**src/rtl/bram_queue_reader.sv**
```systemverilog
// rtl/bram_queue_reader.sv - read-side controller for a producer-filled dual-port BRAM queue
module bram_queue_reader #(
    parameter int RAM_WIDTH    = 678,
    parameter int RAM_DEPTH    = 16,
    parameter int READ_LATENCY = 1,
    localparam int AW          = $clog2(RAM_DEPTH - 1),
    localparam int BUF_DEPTH   = READ_LATENCY + 1
) (
    input  logic                 clka,
    input  logic                 rsta,
    input  logic                 wr_push,
    output logic [AW-1:0]        wr_addr,
    output logic                 full,
    output logic [AW:0]          count,
    output logic                 overflow,
    output logic [AW-1:0]        addrb,
    output logic                 enb,
    output logic                 regceb,
    output logic                 rstb,
    input  logic [RAM_WIDTH-1:0] doutb,
    output logic                 m_valid,
    output logic [RAM_WIDTH-1:0] m_data,
    input  logic                 m_ready
);

    localparam int CW = $clog2(2 * BUF_DEPTH + 1);
    localparam int OW = $clog2(BUF_DEPTH + 1);

    logic [AW-1:0]          wr_ptr;
    logic [AW-1:0]          rd_ptr;
    logic [AW:0]            cnt;
    logic                   ovf;
    logic [READ_LATENCY-1:0] vld;
    logic [OW-1:0]          occ;
    logic [RAM_WIDTH-1:0]   buf_mem [BUF_DEPTH];

    logic          push_ok;
    logic          pop;
    logic          issue;
    logic          cap;
    logic [CW-1:0] inflight;
    logic [CW-1:0] level;

    always_comb begin
        inflight = '0;
        for (int i = 0; i < READ_LATENCY; i++) begin
            inflight = inflight + CW'(vld[i]);
        end
    end

    assign full    = (cnt == (AW + 1)'(RAM_DEPTH));
    assign push_ok = wr_push && !full;
    assign m_valid = (occ != '0);
    assign pop     = m_valid && m_ready;
    assign cap     = vld[READ_LATENCY-1];

    // Reserve a buffer slot for every read already in flight so capture can never overflow.
    assign level = inflight + CW'(occ) - CW'(pop);
    assign issue = (cnt != '0) && (level < CW'(BUF_DEPTH));

    assign enb      = issue;
    assign addrb    = rd_ptr;
    assign wr_addr  = wr_ptr;
    assign count    = cnt;
    assign overflow = ovf;
    assign rstb     = rsta;
    assign m_data   = buf_mem[0];

    generate
        if (READ_LATENCY == 2) begin : g_regce
            assign regceb = vld[0];
        end else begin : g_noregce
            assign regceb = 1'b0;
        end
    endgenerate

    always_ff @(posedge clka or posedge rsta) begin
        if (rsta) begin
            wr_ptr <= '0;
            rd_ptr <= '0;
            cnt    <= '0;
            ovf    <= 1'b0;
            vld    <= '0;
            occ    <= '0;
            for (int i = 0; i < BUF_DEPTH; i++) begin
                buf_mem[i] <= '0;
            end
        end else begin
            if (push_ok) begin
                wr_ptr <= wr_ptr + 1'b1;
            end
            if (wr_push && full) begin
                ovf <= 1'b1;
            end
            if (issue) begin
                rd_ptr <= rd_ptr + 1'b1;
            end
            case ({push_ok, issue})
                2'b10:   cnt <= cnt + 1'b1;
                2'b01:   cnt <= cnt - 1'b1;
                default: cnt <= cnt;
            endcase

            vld[0] <= issue;
            for (int i = 1; i < READ_LATENCY; i++) begin
                vld[i] <= vld[i-1];
            end

            // Head sits at slot 0; a pop shifts down and capture lands behind the survivors.
            if (pop) begin
                for (int i = 0; i < BUF_DEPTH - 1; i++) begin
                    buf_mem[i] <= buf_mem[i+1];
                end
            end
            for (int i = 0; i < BUF_DEPTH; i++) begin
                if (cap && (OW'(i) == occ - OW'(pop))) begin
                    buf_mem[i] <= doutb;
                end
            end
            occ <= occ + OW'(cap) - OW'(pop);
        end
    end

endmodule

```
**config.mk**
```make
export PLATFORM = sky130hd
export DESIGN_NAME = bram_queue_reader
export DESIGN_NICKNAME = d
export VERILOG_FILES = /design/src/rtl/bram_queue_reader.sv
export SDC_FILE = /design/constraint.sdc
export NUM_CORES = 2
export LEC_CHECK = 0
export BUFFER_PORTS_ARGS = -buffer_cell sky130_fd_sc_hd__buf_2
export CAP_MARGIN = 10
export CORE_AREA = 2 2 543 545
export CTS_CLUSTER_DIAMETER = 120
export DETAILED_ROUTE_END_ITERATION = 10
export DIE_AREA = 0 0 545 547
export GPL_TIMING_DRIVEN = 0
export PLACE_DENSITY = 0.39
export SLEW_MARGIN = 20
export SYNTH_ARGS = -nofsm -noshare
export SYNTH_HDL_FRONTEND = slang
export SYNTH_SLANG_ARGS = --single-unit
```
**constraint.sdc**
```tcl
create_clock -name clka -period 39.9 [get_ports clka]
set_input_delay 1.995 -clock clka [delete_from_list [all_inputs] [get_ports clka]]
set_output_delay 1.995 -clock clka [all_outputs]
set_load 0.01 [all_outputs]
```
* Yosys cells after proc, flatten, opt, wreduce, memory -nomap -nowiden *
Cells that the tools add are included.

operators by class
  eq/ne operators = 4
  mux-type cells = 3
  reduce and logical (&&, ||, !) cells = 12
  multipliers = 0
  divide/modulo/power cells = 0
  bitwise gates (word level) = 0
  shift operators = 0
  add/subtract/negate cells = 9
  magnitude comparators = 1

operator list
  kind                   count
  $mux W678              2
  $pmux W5 S2            1
  $add A4 B1 Y4 const B  2
  $logic_and A1 B1 Y1    6
  $reduce_bool A2 Y1     3
  $add A5 B1 Y5 const B  1
  $eq A5 B5 Y1 const B   1
  $reduce_bool A5 Y1     1
  $sub A5 B1 Y5 const B  1
  $sub A2 B1 Y2          2
  $add A1 B2 Y3          1
  $lt A3 B2 Y1 const B   1
  $sub A3 B1 Y3          1
  $add A2 B1 Y2          1
  $eq A1 B2 Y1 const A   1
  $eq A2 B1 Y1 const B   1
  $eq A2 B2 Y1 const B   1
  $logic_not A2 Y1       1
  $logic_not A1 Y1       1

word-level totals
  memories kept = 0
  register bits = 1373
  ROM bits = 0
  bits in writable memories = 0
  latch bits = 0
  bits of input ports = 682

* Logic depth before layout (Yosys ltp) *
  depth after elaboration = 7
  gate-level depth with buffers = 19
  depth with buffers taken out = 17

* Worst setup path before layout *
OpenSTA, ideal clock, no wires.

  kind = input to output
  from = input m_ready
  to = output enb
  cell stages on the path = 11
  arrival time = 3.772 ns
  slack = 34.133 ns
  path buffers = 2
  data required time = 37.905 ns
  cell sequence = nand2_2 -> inv_2 -> buf_4 -> buf_2 -> ha_1 -> inv_1 -> ha_1 -> inv_1 -> fa_1 -> xnor2_1 -> o311a_1

between the ends
  longest elaborated chain between the ends = 4

RTL lines
  element              RTL line  text
  start, declared      23        input logic m_ready
  $logic_and A1 B1 Y1  54        assign pop = m_valid && m_ready;
  $sub A3 B1 Y3        58        assign level = inflight + CW'(occ) - CW'(pop);
  $lt A3 B2 Y1         59        assign issue = (cnt != '0) && (level < CW'(BUF_DEPTH));
  $logic_and A1 B1 Y1  59
  end, declared        17        output logic enb,

Every way passes these cells.

* Worst setup path in the final report *
Same ends and word-level chain as after synthesis.

==> results.txt <==
----------------------------------------------------
[Setup path]
  Reg-to-reg setup timing slack ... 34.80 ns
  Source of the worst register-to-register timing path ... occ[1]
  Data arrival time of the worst path ... slightly below 5 ns
  Cell-by-cell listing of the critical path ... buf_2 > nand2_2 > inv_2 > buf_4 > buf_2 > ha_1 > inv_1 > ha_1 > inv_1 > fa_1 > xnor2_1 > o311a_1 > buf_2
  Endpoint type of the worst setup path ... primary output
  Start-to-end type of the worst setup path ... input port to primary output
  Largest incremental delay on the critical path ... 0.44 ns
  Worst reg2reg path depth ... 18
  Most common cell type on the critical path ... sky130_fd_sc_hd__buf_2
  Type of origin of the critical path ... input port
  CP max-delay cell ... sky130_fd_sc_hd__o311a_1
  Req. time, crit path ... between 30 and 40 ns
  FF-to-FF End ... count[4]
  Critical path peak fanout ... 11
  Crit path buffers/inverters ... 7
  Kind of cell adding the most delay to the critical path ... buffers and inverters

[CTS]
  CTS tree ... yes
  CTS Root Cell ... sky130_fd_sc_hd__clkbuf_16
  Register clock-pin slew on the reported worst setup and hold paths ... 0.06 ns
  Clock latency at the later pin of the worst-skew pair ... 0.85 ns
  Total setup buffers inserted after CTS ... 0
  Maximum buffer depth of the clock tree ... 4
  Clk sink count ... 1373
  Number of H-tree levels ... 4
  Number of buffers inserted during clock tree synthesis ... 181
  # hold bufs at CTS ... 0
  Post-CTS sizing ... 0

[Global routing]
  Maximum number of pins on one net before global-route repair ... 33
  Via count of the first global-routing pass ... around 52000
  Combined global-route utilization of all metal layers ... approximately a fifth
  Global-route wire length before repair ... 417000 um
  Antenna violations before repair ... 234
  GR Overflow Total ... 0

[Power and ir drop]
  Switching power ... 2.80 mW
  Cell area power density ... 90.5 nW/um2
  Largest vdd supply drop ... 0.0000432 V
  Switching part of the total ... 37.3%
  Sequential group share of total power ... approximately a third
  Int Power ... 4.69 mW
  Fraction of power consumed by the clock network ... between 20% and 30%
  Fraction of power consumed by combinational cells ... 43.9%
  LEAKAGE ... a little over 40 nW
  Overall power after layout ... between 7 and 8 mW

[Layout]
  Layout cell share with drive strength beyond 1 ... 44.2%
  Final design area excluding fillers ... 82700 um2
  Fill cell instance count of the final layout ... 30931
  End-of-flow core utilization ... 28.3%
  Syn-to-layout area delta ... 30.0%
  Net count of the finished layout ... a little over 8000

[Timing]
  Slew of the pin with the lowest slew margin ... 1.05 ns
  Max_slew headroom ... 30.3%
  RSZ-0062 raised after global routing ... false
  Max Clk Rate ... 145 MHz
  Minimum period implied by the final worst setup slack ... 6.89 ns
  Worst clock skew ... 0.0465 ns
  Hold violation total from the final report ... 0
  Setup Viol. Count Final ... 0
  Count of final max-slew check failures ... 0
  Setup TNS ... 0 ns
  Worst Slack Setup Final ... roughly 33 ns
  Fin crit share ... roughly 17%

[Routing]
  Via count of the routed design ... just over 50000
  DRC viols ... 0
  Routed via count divided by cell count ... 4.33
  Count of routing violations after the opening detailed-route iteration ... 2991
  Number of detailed-routing iterations run before antenna repair ... 5
  Routed length per instance ... 25.8 um
  Wirelength, routed ... 300000 um
  Antenna-violating nets left ... 0

[Logic synthesis]
  Number of enable-type register cells in the synthesized netlist ... 0
  Sequential cell area fraction in the yosys report ... 54.0%
  Number of different library cells in the post-synthesis netlist ... 43
  Main combinational cell family by area after synthesis ... multiplexers
  Adder-cell share of the synthesized area ... 0.240%
  Net count of the mapped netlist ... 6583
  Top cell type's share of synthesized area ... 54.0%
  Most common flop cell mapped by yosys ... sky130_fd_sc_hd__dfrtp_1
  Synth Area in XOR/XNOR ... 0.163%
  Simple-gate share of the synthesized area ... between 10% and 20%
  Top cell type by total area after synthesis ... sky130_fd_sc_hd__dfrtp_1
  Multiplexer area fraction after synthesis ... 15.0%
  Share of the synthesized area in compound gates (AO/OA/AOI/OAI) ... 6.79%
  Leading cell types by total area after synthesis ... sky130_fd_sc_hd__dfrtp_1, sky130_fd_sc_hd__mux2_4, sky130_fd_sc_hd__buf_4
  Synth top cells by count ... sky130_fd_sc_hd__dfrtp_1, sky130_fd_sc_hd__nand2_1, sky130_fd_sc_hd__buf_4
  Flip-flop and latch count after synthesis ... 1373
  Gate count after technology mapping ... 5890
  Mapped Avg Cell Area ... 10.8 um2
  Syn. warnings ... 0
  Top-count cell post-synth ... sky130_fd_sc_hd__dfrtp_1
  Synthesized cell area ... 63700 um2
  Synth async-reset ratio ... 100%

[Floorplan]
  Total core area ... between 200000 and 300000 um2
  Starting density of the core ... 21.8%
  Std cell rows ... 199
  Count of boundary I/O pins ... between 1000 and 1500
  Chip height ... 547 um
  Die Wd ... 545 um
  Floorplan die area ... 298000 um2

[Placed design]
  Detailed placer's ending HPWL ... 237000 um
  Pre-CTS setup slack ... 32.90 ns
  Gpl congestion ... roughly 0.9
  Cell area reported after detailed placement ... 76500 um2
  Count of buffers from port buffering ... around 1400

[Min path]
  Min-Delay Path Depth ... 1
  Worst Min Path Start ... overflow
  Hold Crit Class ... flip-flop to flip-flop
  Worst Hold End ... overflow

[Run status]
  Run status ... complete, no violations

[Run]
  Max-cap violations ... 0

----------------------------------------------------
[worst reg2reg max path: cells and delay by family (launching register included)]
| kind | cells | cell delay, ns |
|---|---|---|
| simple gates | 5 | 1.15 |
| compound gates | 2 | 0.56 |
| buf+inv | 5 | 1.10 |
| flops | 1 | 0.48 |
| xor+xnor | 1 | 0.14 |
| fa+ha+maj | 5 | 1.53 |
[cell families after synthesis]
logic type                 count (synthesis)
and+or+nand+nor                         2055
DFF                                     1373
buffers and inverters                   1068
AOI/OAI and AO/OA                        690
muxes                                    681
adders and majority gates                 11
xor gates and xnor gates                  11
other                                      1
[registers in the layout (all words and copies together), names as in the netlist]
signal	flops
count	5
m_data	678
occ	2
wr_addr	4
buf_mem	678
overflow	1
addrb	4
cap	1
[power groups by stage]
stage | registers, mW | clock network [mW] | logic (mW)
floorplan | 2.41 | 0 | 2.14
global placement | 2.55 | 0 | 3.29
detailed placement | 2.53 | 0 | 3.33
CTS | 2.52 | 1.73 | 3.35
global route | 2.60 | 1.79 | 3.57
finish | 2.52 | 1.68 | 3.28
[metrics by stage]
step	hold slack [ns]	std cells
final	0.457	11627
after global routing	0.485	11586
after CTS	0.461	11548
after detailed placement	0.446	11238
after global placement	0.442	11186
after floorplan	0.479	5890
[cell usage in the layout, fill, tap and decap left out, types with 3 or more instances in the layout]
| cell | n |
|---|---|
| sky130_fd_sc_hd__buf_2 | 1600 |
| sky130_fd_sc_hd__dfrtp_1 | 1373 |
| sky130_fd_sc_hd__nand2_1 | 1359 |
| sky130_fd_sc_hd__buf_4 | 701 |
| sky130_fd_sc_hd__nor2_1 | 681 |
| sky130_fd_sc_hd__a31oi_1 | 679 |
| sky130_fd_sc_hd__mux2_4 | 500 |
| sky130_fd_sc_hd__clkbuf_16 | 183 |
| sky130_fd_sc_hd__mux2_2 | 179 |
| sky130_fd_sc_hd__clkbuf_1 | 94 |
| sky130_fd_sc_hd__diode_2 | 79 |
| sky130_fd_sc_hd__buf_12 | 51 |
| sky130_fd_sc_hd__buf_6 | 41 |
| sky130_fd_sc_hd__clkbuf_8 | 38 |
| sky130_fd_sc_hd__clkinv_2 | 26 |
| sky130_fd_sc_hd__bufinv_16 | 14 |
| sky130_fd_sc_hd__buf_8 | 11 |
| sky130_fd_sc_hd__buf_1 | 10 |
| sky130_fd_sc_hd__inv_1 | 10 |
| sky130_fd_sc_hd__ha_1 | 9 |
| sky130_fd_sc_hd__clkinvlp_4 | 6 |
| sky130_fd_sc_hd__inv_6 | 6 |
| sky130_fd_sc_hd__xnor2_1 | 5 |
| sky130_fd_sc_hd__xor2_1 | 5 |
| sky130_fd_sc_hd__buf_16 | 5 |
| sky130_fd_sc_hd__clkinv_8 | 4 |
| sky130_fd_sc_hd__o21ai_0 | 3 |
[routing by layer]
metal  wire length (um)  share of wire, %  track usage [%]
met3              30500                10             8.06
met5                703              0.23                0
met4              10400               3.5             6.91
met2             137000                46             31.1
met1             122000                41             23.6
[worst max path at each step]
| stage | start | to | cells after the start |
|---|---|---|---|
| after floorplan | rsta | addrb[0] | 1 |
| after global placement | rsta | buf_mem[86] | 2 |
| after detailed placement | m_ready | enb | 13 |
| after CTS | m_ready | enb | 13 |
| after global routing | m_ready | enb | 13 |
| final | m_ready | enb | 13 |
[final cells by class]
| cell class | instances | area (um2) | share of cell area [%] |
|---|---|---|---|
| flip-flops and latches | 1373 | 34400 | 41.5 |
| multi-input cells | 3449 | 21900 | 26.4 |
| repair buffers | 1429 | 7970 | 9.63 |
| plain buffers | 1056 | 7370 | 8.91 |
| clock buffers | 251 | 5220 | 6.30 |
| well taps | 3919 | 4900 | 5.93 |
| clock inverters | 59 | 795 | 0.960 |
| diodes | 79 | 198 | 0.239 |
| inverters | 12 | 48.8 | 0.0590 |
(Power assumes the default switching activity.)
